--- config.mk ---
export PLATFORM = sky130hd
export DESIGN_NAME = alu_muldiv_seq
export DESIGN_NICKNAME = d
export VERILOG_FILES = /design/src/rtl/alu_pkg.sv /design/src/rtl/alu_muldiv_seq.sv
export SDC_FILE = /design/constraint.sdc
export NUM_CORES = 1
export LEC_CHECK = 0
export ABC_AREA = 1
export CAP_MARGIN = 20
export CORE_ASPECT_RATIO = 0.9
export CORE_MARGIN = 2
export CORE_UTILIZATION = 40
export DETAILED_ROUTE_END_ITERATION = 16
export GPL_TIMING_DRIVEN = 1
export PLACE_DENSITY = 0.75
export REMOVE_ABC_BUFFERS = 1
export SETUP_SLACK_MARGIN = 0.1
export SYNTH_ARGS = -nofsm -noshare
export SYNTH_HDL_FRONTEND = slang
export SYNTH_SLANG_ARGS = --single-unit
--- constraint.sdc ---
create_clock -name clk -period 2.25 [get_ports clk]
set_input_delay 0.45 -clock clk [delete_from_list [all_inputs] [get_ports clk]]
set_output_delay 0.45 -clock clk [all_outputs]
set_load 0.01 [all_outputs]
--- src/rtl/alu_pkg.sv ---
// rtl/alu_pkg.sv - shared ALU control, muldiv op encodings and sequencer state
package alu_pkg;

  localparam logic [2:0] ALU_ADD = 3'b000;
  localparam logic [2:0] ALU_SUB = 3'b001;

  localparam logic [1:0] MD_MUL  = 2'b00;
  localparam logic [1:0] MD_MULH = 2'b01;
  localparam logic [1:0] MD_DIV  = 2'b10;
  localparam logic [1:0] MD_REM  = 2'b11;

  localparam int MD_LATENCY = 35;

  typedef enum logic [2:0] {
    ST_IDLE,
    ST_PREP,
    ST_ITER,
    ST_FIX,
    ST_DONE
  } md_state_e;

endpackage

--- src/rtl/alu_muldiv_seq.sv ---
// rtl/alu_muldiv_seq.sv - shift-add multiply / restoring divide borrowing the shared ALU
// Signed operation is built only with MULDIV_SIGNED_EN defined; latency is 35 cycles either way.
module alu_muldiv_seq
  import alu_pkg::*;
#(
  parameter int XLEN  = 32,
  parameter int CNT_W = 6
) (
  input  logic            clk,
  input  logic            rst,
  input  logic            start,
  input  logic [1:0]      op,
  input  logic            sgn,
  input  logic [XLEN-1:0] a,
  input  logic [XLEN-1:0] b,
  output logic            busy,
  output logic            done,
  output logic [XLEN-1:0] result,
  output logic            alu_own,
  output logic [XLEN-1:0] alu_a,
  output logic [XLEN-1:0] alu_b,
  output logic [2:0]      alu_ctrl,
  input  logic [XLEN-1:0] alu_result
);

  md_state_e         state_q, state_d;
  logic [CNT_W-1:0]  cnt_q, cnt_d;
  logic [XLEN-1:0]   hi_q, hi_d, lo_q, lo_d;
  logic [XLEN-1:0]   opd_q, opd_d;
  logic [XLEN-1:0]   opa_q, opa_d, opb_q, opb_d;
  logic [XLEN-1:0]   res_q, res_d;
  logic [1:0]        op_q, op_d;

  logic [XLEN-1:0]   mag_a, mag_b, s, quo, rem;
  logic [2*XLEN-1:0] prod;
  logic              carry, borrow, msb;

`ifdef MULDIV_SIGNED_EN
  logic sgn_q, sgn_d, neg_res_q, neg_res_d, neg_a_q, neg_a_d;
`else
  logic unused_sgn;
  assign unused_sgn = sgn;
`endif

  always_ff @(posedge clk or negedge rst) begin
    if (!rst) begin
      state_q   <= ST_IDLE;
      cnt_q     <= '0;
      hi_q      <= '0;
      lo_q      <= '0;
      opd_q     <= '0;
      opa_q     <= '0;
      opb_q     <= '0;
      res_q     <= '0;
      op_q      <= MD_MUL;
`ifdef MULDIV_SIGNED_EN
      sgn_q     <= 1'b0;
      neg_res_q <= 1'b0;
      neg_a_q   <= 1'b0;
`endif
    end else begin
      state_q   <= state_d;
      cnt_q     <= cnt_d;
      hi_q      <= hi_d;
      lo_q      <= lo_d;
      opd_q     <= opd_d;
      opa_q     <= opa_d;
      opb_q     <= opb_d;
      res_q     <= res_d;
      op_q      <= op_d;
`ifdef MULDIV_SIGNED_EN
      sgn_q     <= sgn_d;
      neg_res_q <= neg_res_d;
      neg_a_q   <= neg_a_d;
`endif
    end
  end

  always_comb begin
    state_d  = state_q;
    cnt_d    = cnt_q;
    hi_d     = hi_q;
    lo_d     = lo_q;
    opd_d    = opd_q;
    opa_d    = opa_q;
    opb_d    = opb_q;
    res_d    = res_q;
    op_d     = op_q;
    alu_a    = '0;
    alu_b    = '0;
    alu_ctrl = ALU_ADD;
    mag_a    = opa_q;
    mag_b    = opb_q;
    s        = {hi_q[XLEN-2:0], lo_q[XLEN-1]};
    msb      = hi_q[XLEN-1];
    carry    = 1'b0;
    borrow   = 1'b0;
    prod     = {hi_q, lo_q};
    quo      = lo_q;
    rem      = hi_q;
`ifdef MULDIV_SIGNED_EN
    sgn_d     = sgn_q;
    neg_res_d = neg_res_q;
    neg_a_d   = neg_a_q;
    if (sgn_q && opa_q[XLEN-1]) mag_a = -opa_q;
    if (sgn_q && opb_q[XLEN-1]) mag_b = -opb_q;
`endif

    case (state_q)
      ST_IDLE: begin
        if (start) begin
          state_d = ST_PREP;
          opa_d   = a;
          opb_d   = b;
          op_d    = op;
`ifdef MULDIV_SIGNED_EN
          sgn_d   = sgn;
`endif
        end
      end

      ST_PREP: begin
        state_d = ST_ITER;
        cnt_d   = '0;
        hi_d    = '0;
        // divide shifts the dividend out of lo; multiply shifts the multiplier out of lo
        lo_d    = op_q[1] ? mag_a : mag_b;
        opd_d   = op_q[1] ? mag_b : mag_a;
`ifdef MULDIV_SIGNED_EN
        neg_res_d = sgn_q & (opa_q[XLEN-1] ^ opb_q[XLEN-1]);
        neg_a_d   = sgn_q & opa_q[XLEN-1];
`endif
      end

      ST_ITER: begin
        cnt_d = cnt_q + CNT_W'(1);
        if (cnt_q == CNT_W'(XLEN-1)) state_d = ST_FIX;
        if (!op_q[1]) begin
          alu_a = hi_q;
          if (lo_q[0]) begin
            alu_b = opd_q;
            carry = (hi_q[XLEN-1] & opd_q[XLEN-1]) |
                    ((hi_q[XLEN-1] | opd_q[XLEN-1]) & ~alu_result[XLEN-1]);
            hi_d  = {carry, alu_result[XLEN-1:1]};
            lo_d  = {alu_result[0], lo_q[XLEN-1:1]};
          end else begin
            hi_d  = {1'b0, hi_q[XLEN-1:1]};
            lo_d  = {hi_q[0], lo_q[XLEN-1:1]};
          end
        end else begin
          alu_a    = s;
          alu_b    = opd_q;
          alu_ctrl = ALU_SUB;
          borrow   = (~s[XLEN-1] & opd_q[XLEN-1]) |
                     ((~s[XLEN-1] | opd_q[XLEN-1]) & alu_result[XLEN-1]);
          // msb is the 33rd remainder bit: when set the subtraction always fits
          if (msb | ~borrow) begin
            hi_d = alu_result;
            lo_d = {lo_q[XLEN-2:0], 1'b1};
          end else begin
            hi_d = s;
            lo_d = {lo_q[XLEN-2:0], 1'b0};
          end
        end
      end

      ST_FIX: begin
        state_d = ST_DONE;
`ifdef MULDIV_SIGNED_EN
        if (neg_res_q) begin
          prod = -prod;
          quo  = -quo;
        end
        if (neg_a_q) rem = -rem;
`endif
        if (opb_q == '0) quo = '1;
`ifdef MULDIV_SIGNED_EN
        if (sgn_q && opa_q == {1'b1, {(XLEN-1){1'b0}}} && opb_q == '1) begin
          quo = {1'b1, {(XLEN-1){1'b0}}};
          rem = '0;
        end
`endif
        case (op_q)
          MD_MUL:  res_d = prod[XLEN-1:0];
          MD_MULH: res_d = prod[2*XLEN-1:XLEN];
          MD_DIV:  res_d = quo;
          default: res_d = rem;
        endcase
      end

      ST_DONE: state_d = ST_IDLE;

      default: state_d = ST_IDLE;
    endcase
  end

  assign busy    = (state_q != ST_IDLE);
  assign done    = (state_q == ST_DONE);
  assign alu_own = (state_q == ST_ITER);
  assign result  = res_q;

endmodule
==> After elaboration in Yosys (flattened, before gate mapping) <==
Index checks and enable logic that the tools add are counted.
W data, S select, Z words.
{ "word_totals": {"ff_bits": 203, "inputBits": 102} }
{ "classes": {"eq_ne": 8, "n_reduce_logical": 7, "bitwise_logic": 12, "n_mux": 23, "n_addsub": 1} }
{ "ops": {"columns": ["cell", "n"], "rows": [
  ["$mux W32", 13],
  ["$pmux W32 S2", 3],
  ["$logic_not A32 Y1", 1],
  ["$pmux W3 S4", 1],
  ["$pmux W6 S2", 1],
  ["$add A6 B1 Y6 const B", 1],
  ["$eq A3 B2 Y1 const B", 2],
  ["$eq A6 B5 Y1 const B", 1],
  ["$mux W3", 2],
  ["$or A1 B1 Y1", 5],
  ["$and A1 B1 Y1", 4],
  ["$reduce_and A2 Y1", 2],
  ["$eq A3 B1 Y1 const B", 1],
  ["$eq A3 B3 Y1 const B", 1],
  ["$logic_not A3 Y1", 1],
  ["$mux W1", 3],
  ["$not A1 Y1", 3],
  ["$reduce_bool A3 Y1", 1],
  ["$eq A2 B2 Y1 const B", 1],
  ["$logic_not A2 Y1", 1],
  ["$ne A2 B1 Y1 const B", 1],
  ["$ne A2 B2 Y1 const B", 1],
  ["$reduce_bool A2 Y1", 1]
]} }

==> Depth between registers and ports, before layout <==
Gate-level depths: netlist of the first run.
{ "depth": {"depth_word": 9, "depth_mapped": 9, "mapped_depth_nobuf": 8} }

==> Worst setup path before layout of the first run <==
No wires, ideal clock.
{ "synth_timing": {"path_type": "reg-to-output", "start": "reg state_q[0]", "end": "out alu_b[10]", "arrival_ns": 1.307, "path_buffers": 3, "t_required_ns": 1.800, "stages_incl_launch_ff": 7, "path_slack_ns": 0.493, "cell_sequence": "dfrtp_1 nor2_4 nand2_2 buf_6 buf_6 buf_2 nor3_1"} }
{ "synth_between": {"elab_chain_len": 2} }
{ "synth_lines": {"columns": ["element", "line", "source"], "rows": [
  ["start: declaration", "alu_muldiv_seq.sv:26", "md_state_e state_q, state_d;"],
  ["start signal: assignment", "alu_muldiv_seq.sv:62", "state_q <= state_d;"],
  ["$eq A3 B2 Y1", "alu_muldiv_seq.sv:109", "case (state_q)"],
  ["$mux W32", "alu_muldiv_seq.sv:109", null],
  ["end: declaration", "alu_muldiv_seq.sv:21", "output logic [XLEN-1:0] alu_b,"]
]} }
Every way passes these cells.

==> Final worst setup path of the first run <==
{ "layout_timing": {"start": "reg state_q[0]", "end": "out alu_a[1]"} }
{ "layout_between": {"elab_chain_len": 2} }
{ "layout_lines": {"columns": ["element", "line", "source"], "rows": [
  ["$eq A3 B2 Y1", "alu_muldiv_seq.sv:109", null],
  ["$mux W32", "alu_muldiv_seq.sv:109", null],
  ["end: declaration", "alu_muldiv_seq.sv:20", "output logic [XLEN-1:0] alu_a,"]
]} }
Every way passes these cells.

==> metrics.cfg, run 1 <==
[run_status]
status = finished, violations left
violations = setup timing

[critical_path]
cp-start-kind = flip-flop
reg2reg_depth = 10
crit_type = flip-flop to output pin
crit_path_max_fanout = 5
r2r_slack_ns = 0.20
reg2reg_to = lo_q[4]
worstPathArrival_ns = 1.91
crit-reg2reg-launch = state_q[0]
crit_path_end_kind = output pin
worstPathRequired_ns = 1.80

[pwr]
finalPower_uw = 24100
ir_worst_vdd_v = 0.000797
p_leak_uw = 0.00692
p_per_area_mw_per_mm2 = 1580

[die]
io_pins = 204
dieArea_mm2 = 0.0292
fp.dieW_um = 180
die_h_um = 162
start_util = 0.410
rows = 57
coreArea_mm2 = 0.0272

[global_routing]
grt_use_total = 0.227
grt_use_met3 = 0.0303
overflow = 0
use_met2 = 0.366
grt_pass1_wl_um = 54000
grt_max_degree = 94
grt_pass1_vias = 10200
antenna_found_initial = 2
busiest_layer = met2
met1_usage = 0.319

[sta]
period_share = 1.05
fin_setup_tns_ns = -2.60
maxSlewViolCount = 0
post-route-min-period_ns = 2.36
max_slew.worst_pin.slew_ns = 0.502
setup_slack_ns = -0.107
clock.fmax_mhz = 424
setup_violations = 52
hold_viol = 0
fin_skew_ns = 0.0263
rsz0062_at_grt = yes
relSlewSlack = 0.662

[clock_network]
clk_pin_slew_ns = 0.06
cts_buffers = 24
clock_latency_ns = 0.53
cts-root-buf = clkbuf_16
h-tree-depth = 1
ctsLongestPathBuffers = 3
cts_sinks = 203
cts_tree = yes

[route]
vias = 10900
drt_wl_total_um = 34900
viasPerCell = 5.29
dr.pass1.iters = 5
drc = 0
drt_iter0_markers = 865
ant_nets = 0
wl_per_cell_um = 16.9

[final_layout]
filler_cell_count = 2420
final_util = 0.562
syn2layout_area_growth_pct = 37.0
fin_area_mm2 = 0.0153
drive_above_1_share = 0.174
final_net_count = 1791

[place]
dp_hpwl_um = 21900
dpl_cell_area_mm2 = 0.0137
gp_congestion = 0.821
numPortBuffers = 200
post-place-ws_ns = 0.0277

[synthesis]
ys_types = 34
ys_ff_latch = 203
syn_avg_cell_area_um2 = 7.49
synth-seq-area-share = 0.456
synth_area_mm2 = 0.0111
syn_inst = 1487
synth_warnings = 0

[run]
cap_violations = 0

[worst_hold_path]
min_path_type = input pin to async pin

[placed cells by master, fill, tap and decap left out, types with 4 or more instances in the layout]
cell type / netlist / layout
a21oi_1: 66 / 66
o31ai_1: 4 / 4
a211oi_2: 0 / 17
clkinv_2: 0 / 6
o21ai_1: 37 / 37
o211ai_1: 43 / 43
clkbuf_2: 1 / 5
buf_4: 8 / 35
o21ai_0: 182 / 182
nor3_4: 0 / 11
clkbuf_8: 0 / 4
nor3_1: 31 / 6
inv_2: 5 / 4
mux2_2: 30 / 30
inv_1: 124 / 124
nor2_1: 231 / 222
nor2_4: 1 / 4
dfrtp_1: 203 / 201
buf_12: 0 / 27
a211oi_1: 32 / 7
buf_16: 0 / 6
clkdlybuf4s50_1: 0 / 131
nand2_1: 335 / 333
nor3_2: 0 / 14
nor2_2: 2 / 8
clkbuf_1: 36 / 5
buf_2: 65 / 54
mux2_1: 6 / 6
nand3_1: 12 / 12
buf_6: 3 / 16
a211oi_4: 0 / 8
clkdlybuf4s15_2: 0 / 5
a31oi_1: 12 / 12
clkbuf_16: 0 / 29
[worst max path at each step]
stage                    start  cells past startpoint          end
floorplan              op_q[1]                      2  alu_ctrl[0]
global placement       op_q[1]                      5    alu_a[31]
detailed placement  state_q[2]                      6     alu_b[0]
CTS                    op_q[1]                      5    alu_a[11]
global route           op_q[1]                      7    alu_b[13]
finish              state_q[0]                      6     alu_a[1]
[layer usage]
metal  share of wire  wire length [um]
met1            0.45             15600
met2            0.47             16200
met3           0.061              2130
met4           0.027               957
met5               0                 0
[cell type report]
type	count	area, um^2	share of cell area
Antenna cell	2	5.00	0.000328
Clock inverter	10	105	0.00688
Tap cell	354	443	0.0290
Timing Repair Buffer	287	2980	0.195
Inverter	129	487	0.0319
Clock buffer	34	699	0.0458
Multi-Input combinational cell	1043	5460	0.358
Sequential cell	203	5080	0.333
[metrics by stage]
stage / hold slack (ns) / instances
after floorplan: 0.154 / 1375
after global placement: 0.438 / 1976
after detailed placement: 0.439 / 1976
after CTS: 0.490 / 2047
after global routing: 0.501 / 2061
final: 0.485 / 2062
[synthesized netlist by cell type, drive strengths merged]
master,n,share of area
a211oi,32,0.022
a21oi,66,0.030
a22o,1,0.00079
a22oi,3,0.0020
a31oi,12,0.0067
buf,76,0.038
clkbuf,37,0.013
conb,1,0.00034
dfrtp,203,0.46
ha,1,0.0011
inv,129,0.043
mux2,36,0.036
mux2i,3,0.0027
nand2,336,0.11
nand3,14,0.0072
nand4,1,0.00056
nor2,234,0.080
nor3,31,0.014
o2111a,1,0.0010
o211ai,43,0.029
o21ai,219,0.098
o221ai,3,0.0024
o22ai,1,0.00056
o31ai,4,0.0027
[timing repair]
| item | 4_1_cts | 5_1_grt |
|---|---|---|
| setup buffers | 22 | 9 |
| endpoints found under the setup margin | 68 | 71 |
| hold buffers | 1 | 0 |
| pin swaps | 4 | 13 |
| gates cloned | 5 | 4 |
| gates resized for setup | 308 | 56 |
| endpoints found under the hold margin | 57 | 0 |
[cells by family after synthesis]
| logic type | count (synthesis) | share of synthesized area |
|---|---|---|
| compound gates | 385 | 0.195 |
| fa+ha+maj | 1 | 0.00112 |
| buf+inv | 242 | 0.0937 |
| flops | 203 | 0.456 |
| mux | 39 | 0.0391 |
| other cells | 1 | 0.000337 |
| simple gates | 616 | 0.215 |
[worst max-delay path: stages, from the launching register on]
cell	delay [ns]
dfrtp_1	0.41
nor2_4	0.19
nand2_8	0.10
buf_6	0.15
buf_12	0.14
a211oi_4	0.21
buf_2	0.18
[registers in the layout, indices dropped and copies added, names as in the netlist]
signal	cells
cnt_q	6
hi_q	32
lo_q	32
mag_a	32
mag_b	32
op_q	2
opd_q	32
result	32
state_q	3
[where the power goes]
part | leakage [uW] | internal (uW) | total, uW | switching (uW)
sequential | 0.00241 | 5450 | 6650 | 1200
clock | 0.000395 | 2390 | 3970 | 1580
combinational | 0.00412 | 5620 | 13500 | 7890
total | 0.00692 | 13500 | 24100 | 10700
Note: power is estimated with default switching activity, not from simulation.
==> run 2: changes to the inputs <==
==> constraint.sdc (replaced) <==
create_clock -name clk -period 2.98 [get_ports clk]
set_input_delay 0.596 -clock clk [delete_from_list [all_inputs] [get_ports clk]]
set_output_delay 0.596 -clock clk [all_outputs]
set_load 0.01 [all_outputs]
==> metrics.cfg, run 2 (same netlist as run 1, synthesis figures left out) <==
[global_routing]
grt_use_met3 = 0.0334  ; +0.00314
grt_pass1_wl_um = 53400  ; -1.2%
met1_usage = 0.325  ; +0.00636
use_met2 = 0.349  ; -0.0174
antenna_found_initial = 2  ; unchanged
overflow = 0  ; unchanged
grt_use_total = 0.223  ; -0.00457
busiest_layer = met2
grt_pass1_vias = 10100  ; -0.99%
grt_max_degree = 97  ; +3.2%

[run_status]
status = complete, no violations

[route]
drt_iter0_markers = 879  ; +1.6%
drt_wl_total_um = 33400  ; -4.2%
drc = 0  ; unchanged
dr.pass1.iters = 7  ; +2
wl_per_cell_um = 16.6  ; -1.9%
ant_nets = 0  ; unchanged
vias = 10600  ; -3.0%
viasPerCell = 5.25  ; -0.67%

[clock_network]
clock_latency_ns = 0.51  ; -0.02 ns
h-tree-depth = 1  ; unchanged
postCtsHoldBufs = 0  ; -1
cts_buffers = 24  ; unchanged
ctsLongestPathBuffers = 3  ; unchanged
cts_sinks = 203  ; unchanged
cts-root-buf = clkbuf_16
cts_tree = yes
clk_pin_slew_ns = 0.06  ; about the same

[sta]
hold_viol = 0  ; unchanged
rsz0062_at_grt = yes
fin_setup_tns_ns = 0  ; +2.60 ns
max_slew.worst_pin.slew_ns = 0.661  ; +0.159 ns
setup_violations = 0  ; -100%
maxSlewViolCount = 0  ; unchanged
post-route-min-period_ns = 2.85
setup_slack_ns = 0.127  ; +0.234 ns
fin_skew_ns = 0.00973  ; -0.0165 ns
relSlewSlack = 0.560  ; -0.102
period_share = 0.957
clock.fmax_mhz = 350

[critical_path]
crit_path_max_fanout = 42  ; +37
max_stage_delay_ns = 0.57  ; +0.16 ns
cp-start-kind = flip-flop
crit_path_end_kind = output pin
reg2reg_depth = 9  ; -1
worstPathRequired_ns = 2.38  ; +0.58 ns
crit-reg2reg-launch = op_q[1]
worstPathArrival_ns = 2.26  ; +0.35 ns
critical-path-slowest-cell = clkdlybuf4s50_1
r2r_slack_ns = 0.62  ; +0.42 ns
critPathLaunch = state_q[0]
reg2reg_to = result[30]
crit_type = flip-flop to output pin
path_cells = nor2_4, nand2_4, buf_16, a211oi_4, clkdlybuf4s50_1

[final_layout]
final_cell_mix = nand2_1 (333), nor2_1 (229), dfrtp_1 (200)
drive_above_1_share = 0.0845  ; -0.0896
syn2layout_area_growth_pct = 31.5
filler_cell_count = 2461  ; +1.7%
instances_no_fill = 2013  ; -2.4%
final_common_cell = nand2_1
final-seq-area_mm2 = 0.00509  ; about the same
final_net_count = 1742  ; -2.7%
multi_input_area_mm2 = 0.00514  ; -5.9%
final_util = 0.539  ; -0.0227

[pwr]
p_leak_uw = 0.00728  ; +5.2%
p_per_area_mw_per_mm2 = 1170  ; -26%
ir_worst_vdd_v = 0.000500  ; -37%

[place]
dp_hpwl_um = 21600  ; -1.3%
numPortBuffers = 200  ; unchanged
dp.cells = 1958  ; -0.91%
gp_congestion = 0.815  ; -0.74%
post-place-ws_ns = 0.387  ; +0.359 ns

[die]
start_util = 0.410  ; unchanged
die_h_um = 162  ; unchanged
rows = 57  ; unchanged
dieArea_mm2 = 0.0292  ; unchanged
coreArea_mm2 = 0.0272  ; unchanged
fp.dieW_um = 180  ; unchanged
io_pins = 204  ; unchanged

[worst_hold_path]
min_path_type = input pin to async pin

[run]
cap_violations = 0  ; unchanged

## run 2: changes by cell type in the layout (fill, tap and decap cells not counted), sizes merged
cell	previous run	this run
buf	139	36
dlymetal6s2s	0	49
clkdlybuf4s50	131	144
clkbuf	43	35
clkdlybuf4s15	5	0
dlygate4sd2	1	6
bufinv	2	6
clkinv	6	4
clkinvlp	2	0
dlygate4sd3	1	0
nor2	234	235
## run 2: per-stage QoR
stage,cell area [um^2],hold slack (ns),power [uW]
final,14600,0.0571,17100
after global routing,14600,0.113,18500
after CTS,14500,0.0894,17100
after detailed placement,13400,0.495,13500
after global placement,13400,0.465,13200
after floorplan,10600,0.300,10200
## run 2: final cells by class
cell class | count | share of cell area
Multi-Input combinational cell | 1044 | 0.351
Sequential cell | 203 | 0.347
Timing Repair Buffer | 237 | 0.177
Clock buffer | 34 | 0.0477
Inverter | 129 | 0.0331
Tap cell | 354 | 0.0302
Clock inverter | 10 | 0.0137
Antenna cell | 2 | 0.000342
## run 2: critical path, delay by kind of cell, from the launching register on
family	cells	cell delay, ns
AND/OR/NAND/NOR	2	0.26
buffers and inverters	2	0.78
AO/OA/AOI/OAI	1	0.22
flip-flops	1	0.44
## run 2: layer usage
layer | share of wire | vias to the layer above | routed length, um
li1 | - | 5156 | -
met1 | 0.46 | 4966 | 15500
met2 | 0.45 | 399 | 15100
met3 | 0.065 | 50 | 2170
met4 | 0.023 | 0 | 753
met5 | 0 | - | 0
## run 2: timing repair
item / in CTS / in global routing
gates resized for setup: 21 / 55
pin swaps: 2 / 0
endpoints found under the setup margin: 65 / 52
buffers inserted: 6 / 0
gates cloned: 2 / 1
## run 2: worst max path at each step
stage | end | cells after the start
2_1_floorplan | alu_ctrl[0] | 2
3_3_place_gp | alu_b[14] | 3
3_5_place_dp | alu_b[5] | 3
4_1_cts | alu_a[3] | 5
5_1_grt | alu_a[2] | 5
6_report | alu_a[2] | 5
## run 2: power by group
part           total, uW  leakage [uW]  switching, uW  internal [uW]
Clock               3340      0.000443           1190           2150
Combinational       8720       0.00443           5280           3430
Sequential          5070       0.00241            956           4120
